### config.mk
export PLATFORM = sky130hd
export DESIGN_NAME = result_mem_reader
export DESIGN_NICKNAME = d
export VERILOG_FILES = /design/src/rtl/result_mem_reader.sv
export SDC_FILE = /design/constraint.sdc
export NUM_CORES = 1
export LEC_CHECK = 0
export CORE_AREA = 2 2 164 102
export CTS_BUF_LIST = sky130_fd_sc_hd__clkbuf_8
export CTS_CLUSTER_DIAMETER = 60
export CTS_CLUSTER_SIZE = 25
export DETAILED_ROUTE_END_ITERATION = 10
export DIE_AREA = 0 0 166 104
export HOLD_SLACK_MARGIN = 0.15
export PLACE_DENSITY_LB_ADDON = 0.05
export SYNTH_ARGS = -nofsm -noshare
export SYNTH_HDL_FRONTEND = slang
export SYNTH_SLANG_ARGS = --single-unit
### constraint.sdc
create_clock -name clk -period 5.9 [get_ports clk]
set_input_delay 0.59 -clock clk [delete_from_list [all_inputs] [get_ports clk]]
set_output_delay 0.59 -clock clk [all_outputs]
set_load 0.02 [all_outputs]
### src/rtl/result_mem_reader.sv
// ---------------------------------------------------------------------------
// result_mem_reader
//
// Purpose:
//   Reads an N x N result matrix back out of the result memory. The matrix
//   is stored row-major starting at a base address. Each row is gathered
//   into an N-lane buffer through a synchronous-read memory port (one cycle
//   of read latency). The buffered row is then presented to a consumer with
//   a valid/ready handshake. A single-cycle done pulse follows acceptance of
//   the last row.
//
// Configuration macro:
//   RESULT_READER_TRANSPOSE_EN - when defined, elements are fetched
//   column-major (base + col*N + row). Each presented row is then a column
//   of the stored matrix. Timing and handshake are unchanged.
//
// Ports:
//   clk          - clock, everything on the rising edge
//   rst          - synchronous active-high reset (aborts any transfer)
//   start        - single-cycle request, only honoured while idle
//   base_address - address of element [0][0], latched on an accepted start
//   mem_rd_en    - memory read strobe (asserted only while fetching)
//   mem_addr     - memory read address (wraps modulo 2^ADDR_W)
//   mem_rdata    - memory read data, valid the cycle after mem_rd_en
//   out0..out4   - row lanes, column 0..4 (the port list assumes N = 5)
//   out_row      - index of the row being presented
//   out_valid    - row on the lanes is valid
//   out_ready    - consumer accepts the row when out_valid && out_ready
//   busy         - high from the cycle after an accepted start until done
//   done         - one-cycle pulse after the last row is accepted
// ---------------------------------------------------------------------------
module result_mem_reader #(
  parameter int DATA_W = 32,
  parameter int ADDR_W = 8,
  parameter int N      = 5
) (
  input  logic                 clk,
  input  logic                 rst,
  input  logic                 start,
  input  logic [ADDR_W-1:0]    base_address,
  output logic                 mem_rd_en,
  output logic [ADDR_W-1:0]    mem_addr,
  input  logic [DATA_W-1:0]    mem_rdata,
  output logic [DATA_W-1:0]    out0,
  output logic [DATA_W-1:0]    out1,
  output logic [DATA_W-1:0]    out2,
  output logic [DATA_W-1:0]    out3,
  output logic [DATA_W-1:0]    out4,
  output logic [$clog2(N)-1:0] out_row,
  output logic                 out_valid,
  input  logic                 out_ready,
  output logic                 busy,
  output logic                 done
);

  localparam int RW = $clog2(N);
  localparam logic [RW-1:0] LAST_IDX = RW'(N - 1);

  typedef enum logic [2:0] {
    S_IDLE,
    S_READ,
    S_FILL,
    S_PRESENT,
    S_DONE
  } state_t;

  state_t              state_q;
  logic [ADDR_W-1:0]   baseAddr_q;
  logic [ADDR_W-1:0]   memAddr_q;
  logic                memRdEn_q;
  logic [RW-1:0]       rowCnt_q;
  logic [RW-1:0]       colCnt_q;
  logic [RW-1:0]       colDly_q;
  logic                rdPending_q;
  logic [DATA_W-1:0]   lane_q [N];
  logic [RW-1:0]       outRow_q;
  logic                outValid_q;
  logic                busy_q;
  logic                done_q;

  // Element address for (row, col). The offset is truncated to ADDR_W bits
  // so a matrix that runs past the top of memory wraps back to address 0.
  function automatic logic [ADDR_W-1:0] elemAddr(
    input logic [ADDR_W-1:0] base,
    input logic [RW-1:0]     row,
    input logic [RW-1:0]     col
  );
    logic [31:0] offset;
`ifdef RESULT_READER_TRANSPOSE_EN
    offset = 32'(col) * 32'(N) + 32'(row);
`else
    offset = 32'(row) * 32'(N) + 32'(col);
`endif
    return base + offset[ADDR_W-1:0];
  endfunction

  // Main FSM and datapath. The memory answers one cycle after the strobe,
  // so the strobe and the column it fetched are delayed by one cycle
  // (rdPending_q / colDly_q) to steer the returning word into its lane.
  // The FILL state exists only to let the last word of a row land before
  // the row is presented. Address and strobe are registered one step
  // ahead so they line up with the state they belong to.
  always_ff @(posedge clk) begin
    if (rst) begin
      state_q     <= S_IDLE;
      baseAddr_q  <= '0;
      memAddr_q   <= '0;
      memRdEn_q   <= 1'b0;
      rowCnt_q    <= '0;
      colCnt_q    <= '0;
      colDly_q    <= '0;
      rdPending_q <= 1'b0;
      outRow_q    <= '0;
      outValid_q  <= 1'b0;
      busy_q      <= 1'b0;
      done_q      <= 1'b0;
      for (int i = 0; i < N; i++) begin
        lane_q[i] <= '0;
      end
    end else begin
      rdPending_q <= memRdEn_q;
      colDly_q    <= colCnt_q;
      done_q      <= 1'b0;

      if (rdPending_q) begin
        lane_q[colDly_q] <= mem_rdata;
      end

      case (state_q)
        S_IDLE: begin
          if (start) begin
            baseAddr_q <= base_address;
            rowCnt_q   <= '0;
            colCnt_q   <= '0;
            memRdEn_q  <= 1'b1;
            memAddr_q  <= elemAddr(base_address, '0, '0);
            busy_q     <= 1'b1;
            state_q    <= S_READ;
          end
        end

        S_READ: begin
          if (colCnt_q == LAST_IDX) begin
            memRdEn_q <= 1'b0;
            state_q   <= S_FILL;
          end else begin
            colCnt_q  <= colCnt_q + RW'(1);
            memAddr_q <= elemAddr(baseAddr_q, rowCnt_q, colCnt_q + RW'(1));
          end
        end

        S_FILL: begin
          outValid_q <= 1'b1;
          outRow_q   <= rowCnt_q;
          state_q    <= S_PRESENT;
        end

        S_PRESENT: begin
          if (out_ready) begin
            outValid_q <= 1'b0;
            if (rowCnt_q == LAST_IDX) begin
              busy_q  <= 1'b0;
              done_q  <= 1'b1;
              state_q <= S_DONE;
            end else begin
              rowCnt_q  <= rowCnt_q + RW'(1);
              colCnt_q  <= '0;
              memRdEn_q <= 1'b1;
              memAddr_q <= elemAddr(baseAddr_q, rowCnt_q + RW'(1), '0);
              state_q   <= S_READ;
            end
          end
        end

        S_DONE: begin
          state_q <= S_IDLE;
        end

        default: begin
          state_q <= S_IDLE;
        end
      endcase
    end
  end

  assign mem_rd_en = memRdEn_q;
  assign mem_addr  = memAddr_q;
  assign out_row   = outRow_q;
  assign out_valid = outValid_q;
  assign busy      = busy_q;
  assign done      = done_q;

  assign out0 = lane_q[0];
  assign out1 = lane_q[1];
  assign out2 = lane_q[2];
  assign out3 = lane_q[3];
  assign out4 = lane_q[4];

endmodule

==> results.txt, run 1 <==
Post-CTS Resized = 0
Initial antenna violation count = 0
Status = finished, final reports clean
Largest net degree at the start of global routing = 37
Max Cap Violations = 0
First-pass GRT wire length = 32.3 mm
Mux contribution to synthesized area = 0.839%
Pre-antenna DRT Iters = 5
Vias in the first global route = 5666
CP max stage delay = 430 ps
PortBufs = 218
CTS sink count = 196
WP data required = 6270 ps
CP dominant cell by count = inv_1
Netlist cell types = 55
Static leakage = 4.26 nW
Pwr dens = 249 nW/um2
Fin. Hold Viols = 0
Largest family of logic cells by synthesized area = simple AND/OR/NAND/NOR gates
TNS Setup = 0 ps
Syn nets = 709
CTS Buf Count = 17
Sequential element share of the synthesized area = 66.2%
Crit path time final = 3240 ps
Setup-failing EPs final = 0
Simple-Gate Fraction of Synth Area = 18.7%
Clk slew on worst S/H paths = 110 ps
Syn-to-layout area delta = 33.7%
Hold WS = 470 ps
Clock skew = 14.2 ps
Syn_area_per_cell = 13.3 um2
CP startpoint kind = flip-flop
Post-DRT Antenna Nets = 0
Root buf cell = clkbuf_8
WL per Instance = 19.8 um
Die X = 166 um
CTS tree = done
Ys flop type = edfxtp_1
Share of the synthesized area in the top cell type = 57.5%
Overflow left after global routing = 0
Setup crit end kind = flip-flop
Synth Area in XOR/XNOR = 0.524%
Clk_lat worst skew = 460 ps
Die H = 104 um
Post-synth top cells = and2_1 (162), edfxtp_1 (160), dfxtp_1 (36)
ANT cells = 0
Crit share post-route = 54.9%
Leading area contributor after synthesis = edfxtp_1
Via count of the routed design = 5674
Main area contributors after synthesis = edfxtp_1 (58%), and2_1 (12%), dfxtp_1 (8.6%)
Setup bufs post-CTS = 0
CTS hold repair buffers = 0
Drt drc = 0
Io pins = 219
Relative max-transition margin = 14.9%
Top-count cell post-synth = and2_1
Synth Area in Compound Gates = 5.66%
Final WL = 21.1 mm
Initial Util = 52.8%
IR drop worst, VDD = 0.123 mV
DR iter-0 viols = 458
Cell count after synthesis = 630
Global Route Usage Sum = 24.8%
Min-Delay Path Class = flip-flop to flip-flop
CP max FO = 4
Worst-margin pin slew = 1270 ps
Post-Syn Area = 8350 um2
Core area = 15800 um2
Nets@finish = 924
Crit path cell chain = inv_1 -> ha_1 -> inv_1 -> fa_1 -> inv_1 -> ha_1 -> inv_1 -> fa_1 -> nor2b_1 -> o31a_1 -> mux2i_1 -> a21oi_1 -> a32o_1
Layout cells sized above 1 = 6.41%
Post-synth EDFFs = 160
DIE AREA = 17300 um2
Core Rows = 36
Longest Clk Path Bufs = 2
Crit-path slowest cell = fa_1
#FFs+latches synth = 196
CTS H-tree lvls = 4
WS Path Type = flip-flop to flip-flop
Post-Synth Adder-Cell Area = 5.78%
Peak Freq = 309 MHz
Global placer's final weighted congestion = 0.862
Ys async rst share = 0%
Yosys warnings = 0
Fill cell count = 1082
Post-DP HPWL = 14.6 mm
Slew Viols, Final = 0
Worst EP arrival = 3600 ps
RSZ-0062 raised after global routing = false
Vias/cell = 5.32
==> power breakdown <==
group | switching, mW | total, mW | internal (mW) | leakage, nW
sequential | 0.0283 | 1.58 | 1.55 | 1.95
clock | 0.512 | 0.866 | 0.354 | 0.205
combinational | 0.188 | 0.332 | 0.143 | 2.11
==> metrics by stage <==
stage | instance area [um2] | utilization, % | setup slack, ps | std cells | power [mW]
after floorplan | 8350 | - | 2140 | 630 | 1.76
after global placement | 10800 | 68.1 | 2730 | 1035 | 1.93
after detailed placement | 10800 | 68.1 | 2620 | 1035 | 1.94
after CTS | 11200 | 70.6 | 2700 | 1067 | 2.79
after global routing | 11200 | 70.6 | 2430 | 1067 | 2.86
final | 11200 | 70.6 | 2660 | 1067 | 2.77
==> flip-flops by register name, indices dropped and copies added, names as in the netlist <==
register and count:
rowCnt_q 3, out_row 3, mem_rd_en 1, busy 1
colDly_q 3, baseAddr_q 8, done 1, state_q 3
lane_q 160, mem_addr 8, colCnt_q 3, out_valid 1
rdPending_q 1
==> routing by layer <==
| layer | GRT usage [%] | vias up | share of wire [%] |
|---|---|---|---|
| li1 | - | 2641 | - |
| met1 | 34.7 | 2759 | 45 |
| met2 | 37.9 | 252 | 46 |
| met3 | 6.39 | 22 | 7.8 |
| met4 | 8.70 | 0 | 1.3 |
| met5 | 0 | - | 0 |
==> final timing paths <==
check	startpoint	to	slack [ps]	cells past startpoint
setup reg to reg	colCnt_q[0]	mem_addr[7]	2660	13
hold reg to reg	mem_addr[3]	mem_addr[3]	470	2
setup / recovery	colCnt_q[0]	mem_addr[7]	2660	13
hold / removal	mem_addr[3]	mem_addr[3]	470	2
==> final cells by class <==
class / instances / area [um2] / area share (%)
Inverter: 21 / 78.8 / 0.706
Tap cell: 209 / 262 / 2.34
Timing Repair Buffer: 223 / 2220 / 19.9
Clock buffer: 17 / 234 / 2.10
Sequential cell: 196 / 5530 / 49.5
Clock inverter: 15 / 163 / 1.46
Multi-Input combinational cell: 386 / 2680 / 24.0
==> cell families after synthesis <==
logic type,count (synthesis)
AOI/OAI and AO/OA,72
DFF,196
and+or+nand+nor,267
adders and majority gates,35
muxes,7
buffers and inverters,48
xor gates and xnor gates,5
==> layout by cell type, fill, tap and decap left out, types with 3 or more instances in the layout <==
master           instances
clkdlybuf4s50_1        218
and2_1                 162
edfxtp_1               160
dfxtp_1                 36
nand2_1                 29
ha_1                    29
nor2_1                  28
a21oi_1                 26
inv_1                   20
clkbuf_8                17
a211oi_1                 9
nor2b_1                  7
o21ai_0                  7
mux2i_1                  7
nor3_1                   6
fa_1                     6
nand3_1                  5
nand3b_1                 5
a21o_1                   5
buf_4                    5
o211ai_1                 4
clkinv_4                 4
inv_8                    4
xor2_1                   3
or2_2                    3
nand2b_1                 3
inv_6                    3
==> critical path: cells and delay by family, from the launching register on <==
family / cells / cell delay (ps)
AO/OA/AOI/OAI: 3 / 580
adder cells (fa/ha/maj): 4 / 1310
buffers and inverters: 4 / 410
flip-flops: 1 / 400
multiplexers: 1 / 210
AND/OR/NAND/NOR: 1 / 250
No activity file was read; power rests on OpenSTA's default activity.
==> run 2: changes to the inputs <==
- CORE_AREA: 2 2 164 102 -> 2 2 170 106
- DIE_AREA: 0 0 166 104 -> 0 0 172 108
- clock period: 5.9 -> 3 ns (I/O delays scaled with it)
==> results.txt, run 2 (synthesis results as in run 1) <==
Initial antenna violation count = 0
Post-DRT Antenna Nets = 0
Max reg flops = 160
Core area = 16900 um2
Peak Freq = 345 MHz
Syn-to-layout area delta = 36.4%
Vias/cell = 5.18
Setup-failing EPs final = 0
Worst EP arrival = 3250 ps
IR drop worst, VDD = 0.332 mV
CTS Buf Count = 17
Slew Viols, Final = 0
Root buf cell = clkbuf_8
Global Route Usage Sum = 24.2%
Nets@finish = 940
Initial Util = 49.6%
Clk slew on worst S/H paths = 110 ps
DR iter-0 viols = 549
RR Endpoint = mem_addr[7]
Worst Setup SP = rowCnt_q[0]
TNS Setup = 0 ps
Crit share post-route = 96.6%
Pre-antenna DRT Iters = 5
Status = finished, final reports clean
Largest net degree at the start of global routing = 36
Overflow left after global routing = 0
WP data required = 3350 ps
CP max FO = 3
Clock skew = 13.4 ps
Max Cap Violations = 0
Post-DP HPWL = 15.6 mm
Fin. Hold Viols = 0
Final WL = 22.2 mm
Layout cells sized above 1 = 9.61%
Longest Clk Path Bufs = 2
Hold WS = 418 ps
CTS H-tree lvls = 4
Setup crit end kind = flip-flop
WP buf/inv = 2
First-pass GRT wire length = 32.6 mm
Vias in the first global route = 5652
Core Rows = 37
CP dominant cell by count = ha_1
Io pins = 219
DIE AREA = 18600 um2
Crit path max-delay family = adder cells
WL per Instance = 20.0 um
Pwr dens = 470 nW/um2
Worst-case reg-to-reg path depth = 11
Commonest non-fill, non-tap cells in the layout = clkdlybuf4s50_1 (218), and2_1 (162), edfxtp_1 (160), dfxtp_1 (32), nand2_1 (29)
Die X = 172 um
CP startpoint kind = flip-flop
Worst-margin pin slew = 1030 ps
Min-Delay Path Class = input pin to flip-flop
Global placer's final weighted congestion = 0.944
End point of the critical path = mem_addr[7]
Clk_lat worst skew = 460 ps
Static leakage = 4.34 nW
Placed cells = 1074
WS Path Type = flip-flop to flip-flop
CP max stage delay = 470 ps
PortBufs = 218
R2R setup slack = 100 ps
Fill cell count = 1254
Crit-path slowest cell = fa_1
ANT cells = 0
Finished Layout Cells = 1108
Commonest non-fill, non-tap cell in the layout = clkdlybuf4s50_1
CTS tree = done
Relative max-transition margin = 31.4%
Crit path cell chain = ha_1 -> ha_1 -> inv_1 -> fa_1 -> buf_4 -> fa_2 -> nor2b_4 -> o31a_1 -> mux2i_1 -> a21oi_1 -> a32o_1
Via count of the routed design = 5737
Largest Register = lane_q
Die H = 108 um
Crit path time final = 2900 ps
Drt drc = 0
RR Startpoint = rowCnt_q[0]
WP depth = 11
CTS sink count = 196
-- run 2: metal layers --
layer | part of all wire [%] | GRT usage (%) | vias up | wire length, um
met5 | 0 | 0 | - | 0
met4 | 1.7 | 6.36 | 0 | 374
met3 | 12 | 9.81 | 24 | 2590
met2 | 42 | 35.3 | 272 | 9360
met1 | 44 | 33.8 | 2769 | 9830
li1 | - | - | 2672 | -
-- run 2: worst min path at each step --
| stage | cells past startpoint | end | slack (ps) | start |
|---|---|---|---|---|
| floorplan | 2 | baseAddr_q[0] | 440 | base_address[0] |
| global placement | 2 | mem_addr[3] | 440 | mem_addr[3] |
| detailed placement | 2 | mem_addr[0] | 450 | mem_addr[0] |
| CTS | 3 | baseAddr_q[4] | 390 | base_address[4] |
| global route | 3 | baseAddr_q[4] | 410 | base_address[4] |
| finish | 3 | baseAddr_q[4] | 420 | base_address[4] |
-- run 2: power by group --
part / total (mW) / leakage (nW) / internal, mW / switching (mW)
combinational: 0.685 / 2.21 / 0.302 / 0.383
sequential: 3.09 / 1.95 / 3.04 / 0.0522
clock: 1.58 / 0.182 / 0.595 / 0.983
-- run 2: what timing repair did --
action	4_1_cts	5_1_grt
hold buffers	0	0
gates resized for setup	2	18
hold endpoints to repair	0	0
endpoints found under the setup margin	1	4
setup buffers	2	0
pin swaps	1	3
-- run 2: per-stage QoR --
| stage | util (%) | cell area, um2 | worst slack [ps] | power, mW |
|---|---|---|---|---|
| 2_1_floorplan | - | 8350 | 48.9 | 3.45 |
| 3_3_place_gp | 64.9 | 10900 | 28.6 | 3.82 |
| 3_5_place_dp | 64.9 | 10900 | -48.0 | 3.83 |
| 4_1_cts | 67.1 | 11300 | 10.5 | 5.38 |
| 5_1_grt | 67.6 | 11400 | -0.500 | 5.56 |
| 6_report | 67.6 | 11400 | 103 | 5.36 |
-- run 2: tightest hold or removal path: cells and delay by family --
kind / cells / cell delay (ps)
AND/OR/NAND/NOR: 1 / 70
AO/OA/AOI/OAI: 1 / 60
buffers and inverters: 1 / 420
-- run 2: layout make-up --
class / count / area (um2) / share of cell area (%)
Clock inverter: 15 / 123 / 1.08
Tap cell: 234 / 293 / 2.57
Inverter: 21 / 78.8 / 0.692
Multi-Input combinational cell: 386 / 2760 / 24.2
Timing Repair Buffer: 239 / 2380 / 20.9
Clock buffer: 17 / 234 / 2.05
Sequential cell: 196 / 5530 / 48.6
